File: config.mk
export PLATFORM = sky130hd
export DESIGN_NAME = alu_issue_stage
export DESIGN_NICKNAME = d
export VERILOG_FILES = /design/src/rtl/alu_issue_stage.sv
export SDC_FILE = /design/constraint.sdc
export NUM_CORES = 1
export LEC_CHECK = 0
export CAP_MARGIN = 10
export CORE_MARGIN = 2
export CORE_UTILIZATION = 40
export DETAILED_ROUTE_END_ITERATION = 6
export PLACE_DENSITY_LB_ADDON = 0.25
export SLEW_MARGIN = 40
export SYNTH_ARGS = -nofsm -noshare
export SYNTH_HDL_FRONTEND = slang
export SYNTH_SLANG_ARGS = --single-unit
File: constraint.sdc
create_clock -name clk -period 2.13 [get_ports clk]
set_input_delay 0.213 -clock clk [delete_from_list [all_inputs] [get_ports clk]]
set_output_delay 0.213 -clock clk [all_outputs]
set_load 0.005 [all_outputs]
File: src/rtl/alu_issue_stage.sv
// Two-stage issue/capture pipeline around the external combinational 32-bit ALU.
// S1 registers forwarded operands for the ALU; S2 captures the result for writeback.
module alu_issue_stage (
  input  logic        clk,
  input  logic        rst_n,
  input  logic        in_valid,
  output logic        in_ready,
  input  logic [3:0]  in_sel,
  input  logic [31:0] in_rs_val,
  input  logic [31:0] in_rt_val,
  input  logic [4:0]  in_rs_idx,
  input  logic [4:0]  in_rt_idx,
  input  logic [15:0] in_imm,
  input  logic        in_use_imm,
  input  logic        in_imm_zext,
  input  logic [4:0]  in_rd,
  input  logic        in_wb_en,
  output logic [31:0] alu_A,
  output logic [31:0] alu_B,
  output logic [3:0]  alu_sel,
  input  logic [31:0] alu_res,
  output logic        out_valid,
  input  logic        out_ready,
  output logic [31:0] out_res,
  output logic [4:0]  out_rd,
  output logic        out_wb_en,
  output logic [15:0] op_count,
  output logic [15:0] stall_count
);

  logic        s1_valid;
  logic [31:0] s1_a;
  logic [31:0] s1_b;
  logic [3:0]  s1_sel;
  logic [4:0]  s1_rd;
  logic        s1_wb_en;

  logic        s2_valid;
  logic [31:0] s2_res;
  logic [4:0]  s2_rd;
  logic        s2_wb_en;

  logic        s2_adv;
  logic        s1_adv;
  logic        accept;
  logic [31:0] ext_imm;
  logic [31:0] fwd_a;
  logic [31:0] fwd_b;
  logic [31:0] op_b;

  assign s2_adv   = !s2_valid || out_ready;
  assign s1_adv   = s1_valid && s2_adv;
  assign in_ready = !s1_valid || s2_adv;
  assign accept   = in_valid && in_ready;

  assign ext_imm = in_imm_zext ? {16'h0000, in_imm} : {{16{in_imm[15]}}, in_imm};

  // The youngest in-flight producer wins: S1 (result still in the ALU) before S2.
  always_comb begin
    fwd_a = in_rs_val;
    fwd_b = in_rt_val;
    if (in_rs_idx != 5'd0 && s1_valid && s1_wb_en && s1_rd == in_rs_idx)
      fwd_a = alu_res;
    else if (in_rs_idx != 5'd0 && s2_valid && s2_wb_en && s2_rd == in_rs_idx)
      fwd_a = s2_res;
    if (in_rt_idx != 5'd0 && s1_valid && s1_wb_en && s1_rd == in_rt_idx)
      fwd_b = alu_res;
    else if (in_rt_idx != 5'd0 && s2_valid && s2_wb_en && s2_rd == in_rt_idx)
      fwd_b = s2_res;
    op_b = in_use_imm ? ext_imm : fwd_b;
  end

  always_ff @(posedge clk or negedge rst_n) begin
    if (!rst_n) begin
      s1_valid <= 1'b0;
      s1_a     <= 32'h0;
      s1_b     <= 32'h0;
      s1_sel   <= 4'h0;
      s1_rd    <= 5'h0;
      s1_wb_en <= 1'b0;
    end else if (accept) begin
      s1_valid <= 1'b1;
      s1_a     <= fwd_a;
      s1_b     <= op_b;
      s1_sel   <= in_sel;
      s1_rd    <= in_rd;
      s1_wb_en <= in_wb_en;
    end else if (s1_adv) begin
      s1_valid <= 1'b0;
    end
  end

  // Data fields are only written on a load, so a stalled result stays intact.
  always_ff @(posedge clk or negedge rst_n) begin
    if (!rst_n) begin
      s2_valid <= 1'b0;
      s2_res   <= 32'h0;
      s2_rd    <= 5'h0;
      s2_wb_en <= 1'b0;
    end else if (s1_adv) begin
      s2_valid <= 1'b1;
      s2_res   <= alu_res;
      s2_rd    <= s1_rd;
      s2_wb_en <= s1_wb_en;
    end else if (s2_adv) begin
      s2_valid <= 1'b0;
    end
  end

  always_ff @(posedge clk or negedge rst_n) begin
    if (!rst_n) begin
      op_count    <= 16'h0;
      stall_count <= 16'h0;
    end else begin
      if (s2_valid && out_ready)
        op_count <= op_count + 16'd1;
      if (s2_valid && !out_ready && stall_count != 16'hFFFF)
        stall_count <= stall_count + 16'd1;
    end
  end

  assign alu_A     = s1_a;
  assign alu_B     = s1_b;
  assign alu_sel   = s1_sel;
  assign out_valid = s2_valid;
  assign out_res   = s2_res;
  assign out_rd    = s2_rd;
  assign out_wb_en = s2_wb_en;

endmodule

* Yosys cells after proc, flatten, opt, wreduce, memory -nomap -nowiden
Cells that the tools add are included.
** Cells by class
- Add/sub/neg operators :: 2
- Eq/ne operators :: 5
- Muxes and demuxes :: 10
- Reduce and logical (&&, ||, !) cells :: 26
** Operators with widths (count)
- $mux W32 :: 6
- $add A16 B1 Y16 const B :: 2
- $eq A5 B5 Y1 :: 4
- $logic_and A1 B1 Y1 :: 17
- $ne A16 B16 Y1 const B :: 1
- $reduce_bool A5 Y1 :: 2
- $mux W1 :: 4
- $reduce_bool A2 Y1 :: 2
- $logic_not A1 Y1 :: 3
- $logic_or A1 B1 Y1 :: 2
** Word-level totals
- Bits in registers :: 146
- Bits of input ports :: 138
- Output and inout bits :: 140
- Word-level logic and storage cells :: 55

* Logic depth before layout (Yosys ltp)
- Depth in word-level cells :: 7
- Depth in mapped cells :: 7

* Worst setup path after synthesis
No wires, ideal clock.
- Path type :: flip-flop to flip-flop
- Start point :: reg s2_rd[3] (netlist: out_rd[3])
- End point :: reg s1_b[10] (netlist: alu_B[10])
- Library setup time :: 0.126 ns
- Arrival time :: 2.241 ns
- Required time :: 2.004 ns
- Setup slack :: -0.237 ns
- Stages on the path, launching flop included :: 7
- Buffers on the path :: 1
- Clock period less this slack :: 2.367 ns
- Cell sequence :: dfrtp_1 xor2_1 or4_4 nor4_4 buf_6 mux2_2 a221o_1
** Between the ends
- Cells in the longest elaborated chain, start to end :: 5
** Ends and longest elaborated chain
- start, declared :: line 40 : logic [4:0] s2_rd;
- start signal, assigned :: line 103 : s2_rd <= s1_rd;
- $eq A5 B5 Y1 :: line 68 : else if (in_rt_idx != 5'd0 && s2_valid && s2_wb_en && s2_rd == in_rt_idx)
- $logic_and A1 B1 Y1 :: line 68
- $mux W32 :: line 68
- $mux W32 :: line 66 : if (in_rt_idx != 5'd0 && s1_valid && s1_wb_en && s1_rd == in_rt_idx)
- $mux W32 :: line 70 : op_b = in_use_imm ? ext_imm : fwd_b;
- end signal, assigned :: line 84 : s1_b <= op_b;
- end, declared :: line 33 : logic [31:0] s1_b;
No other way between the ends.
A chain may end at the register's enable or synchronous reset.

* Worst setup path after layout
Same ends and word-level chain as after synthesis.

==> metrics.yaml <==
end_kind: "register"
syn-num-nets: 765
antenna_left: 0
syn_area_mm2: 0.00708
ys_ff_latch: 146
total_leakage_power_nw: 4.54
cts_tree: "done"
startpoint_type: "register"
top_layer_used: "met4"
final_nets: 1080
antenna_found_initial: 0
finalCritPeriodShare: 1.09
floorplan.initialDensity: 0.409
hold_path_end: "s1_wb_en$_DFFE_PN0P_"
max_slew.worst_pin.slew_ns: 0.544
routed-wl-met2_um: 11400
insertion_delay_ns: 0.42
root_buffer: "clkbuf_16"
vias: 6237
hold_start: "in_wb_en"
postLayoutCellArea_mm2: 0.0113
async_flop_share: 1.00
layout-drive-gt1-share: 0.168
seq_area_frac_synth: 0.516
setup_violations: 31
power_density_mw_per_mm2: 806
wire_per_inst_um: 19.8
p_total_mw: 9.12
wl_met1_um: 9990
drc: 0
r2r_end: "alu_B[10]$_DFFE_PN0P_"
wl_met3_um: 1460
hold_violations: 0
die_area_mm2: 0.0188
grt_pass1_wl_um: 35400
worstPathCellList: "xor2_1 -> or4_4 -> nor4_4 -> buf_6 -> clkbuf_16 -> mux2_4 -> a221o_1"
cts_sinks: 146
dp_slack_ns: -0.495
fp.dieW_um: 137
gp_congestion: 0.792
critical_path.max_fanout: 7
synth-edff-count: 0
grt_pass1_vias: 6367
grt_usage: 0.247
area_growth_syn_to_layout_pct: 59.7
fp.coreArea_mm2: 0.0173
r2r_start: "out_rd[3]$_DFFE_PN0P_"
ys_types: 39
wirelength_um: 23300
holdWs_ns: 0.316
ys_top_cells_by_area: "dfrtp_1 (52%), mux2_2 (8.9%), mux2i_1 (6.8%)"
cpLargestDelayFamily: "simple AND/OR/NAND/NOR gates"
hold_depth: 3
place_hpwl_um: 16400
antenna_cells: 0
port_buffers: 277
slowest_stage: "or4_4"
layout_commonest_cell: "clkdlybuf4s50_1"
place_area_mm2: 0.0106
io_pins: 278
firstDrtPassIters: 4
grt_max_degree: 56
violations: "negative setup slack"
yosys.area.top_type: "dfrtp_1"
ys_warn_count: 0
timing.fmax_mhz: 431
max_cap_violations: 0
crit_arrival_ns: 2.62
cp.required_ns: 2.43
numCtsBuffers: 17
routed_via_density: 5.30
final_cell_mix: "clkdlybuf4s50_1 (276), dfrtp_1 (146), nand2_1 (47)"
holdCritPathClass: "primary input to register"
rsz0062_at_grt: "true"
synth_area_per_cell_um2: 11.3
finalMaxSlewViolations: 0
dp_cells: 1140
skew_ns: 0.00563
grt_remaining_overflow: 0
h-tree-depth: 4
synthCells: 625
r2r_setup_slack_ns: -0.19
post-route-min-period_ns: 2.32
first_iter_violations: 230
maxSlewHeadroom: 0.637
rows: 48
timing.final.ws_setup_ns: -0.188
netlist.area_leader.share: 0.516
status: "complete, but fails checks"
die_y_um: 137
stdcell_count: 1177
synth_ff_type: "dfrtp_1"
path_buf_inv: 2
critPathKind: "register to register"
worstRegToRegCells: 7
cts_buffer_depth: 2
path_clk_slew_ns: 0.06
vdd_drop_max_uv: 651
slowest_delay_ns: 0.55
==> how the worst max path moves through the flow <==
stage | start | end | depth (start not counted)
floorplan | out_rd[3]$_DFFE_PN0P_ | alu_B[10]$_DFFE_PN0P_ | 6
global placement | in_rt_idx[3] | alu_B[10]$_DFFE_PN0P_ | 7
detailed placement | in_rt_idx[3] | alu_B[6]$_DFFE_PN0P_ | 7
CTS | out_rd[3]$_DFFE_PN0P_ | alu_B[14]$_DFFE_PN0P_ | 6
global route | out_rd[3]$_DFFE_PN0P_ | alu_B[0]$_DFFE_PN0P_ | 7
finish | out_rd[3]$_DFFE_PN0P_ | alu_B[10]$_DFFE_PN0P_ | 7
==> metrics by stage <==
stage | TNS [ns] | util
2_1_floorplan | -2.73 | -
3_3_place_gp | -16.96 | 0.613
3_5_place_dp | -18.15 | 0.613
4_1_cts | -4.39 | 0.650
5_1_grt | -6.50 | 0.654
6_report | -4.04 | 0.654
==> worst reg2reg max path, stage by stage, from the launching register on <==
cell and delay (ns):
dfrtp_1 0.40, xor2_1 0.16, or4_4 0.55, nor4_4 0.16, buf_6 0.16, clkbuf_16 0.16
mux2_4 0.29, a221o_1 0.32
==> report_power, final <==
part | switching [mW] | internal, mW | total, mW
sequential | 0.463 | 3.25 | 3.71
clock | 1.20 | 1.63 | 2.84
combinational | 0.929 | 1.64 | 2.57
==> flip-flops by register name (all words and copies together), names as in the netlist <==
| signal | flops |
|---|---|
| s1_rd | 5 |
| out_rd | 5 |
| s1_wb_en | 1 |
| out_res | 32 |
| stall_count | 16 |
| alu_B | 32 |
| op_count | 16 |
| s1_valid | 1 |
| out_wb_en | 1 |
| out_valid | 1 |
| alu_sel | 4 |
| alu_A | 32 |
==> cell type report <==
class / instances / area (µm²)
well taps: 225 / 282
flip-flops and latches: 146 / 3650
multi-input cells: 442 / 3380
clock buffers: 19 / 443
fillers: 1392 / 5990
repair buffers: 333 / 3440
clock inverters: 12 / 110
==> logic make-up after synthesis <==
group	count (synthesis)	synth area share
DFF	146	0.516
adders and majority gates	2	0.00353
muxes	104	0.157
buffers and inverters	37	0.0247
AOI/OAI and AO/OA	150	0.144
and+or+nand+nor	136	0.0928
xor gates and xnor gates	50	0.0618
==> metal layers <==
layer	vias to the layer above	GRT usage
met5	-	0
met4	0	0.0899
met3	32	0.0567
met2	208	0.411
met1	3083	0.315
li1	2914	-
==> timing repair <==
item	in CTS	in global routing
gates resized for setup	18	7
gates cloned	1	1
hold endpoints to repair	50	0
setup buffers	2	1
endpoints found under the setup margin	31	32
hold buffers	1	0
pin swaps	0	4
==> synth_stat cells, types with 2 or more instances <==
master	number
buf_1	6
mux2i_1	48
clkbuf_1	24
a21oi_1	18
and2_1	3
xnor2_1	38
and3_1	7
nor4_1	2
a221oi_1	16
xor2_1	12
nand3_1	15
ha_1	2
buf_2	4
mux2_2	56
or2_2	2
nor3_1	3
o21bai_1	17
nand2_1	49
or4_4	2
nand2b_1	3
dfrtp_1	146
nand4_1	6
o21ai_0	38
o21ai_1	10
a22oi_1	32
a221o_1	16
nor2_1	37
buf_6	2
No activity file was read; power rests on OpenSTA's default activity.
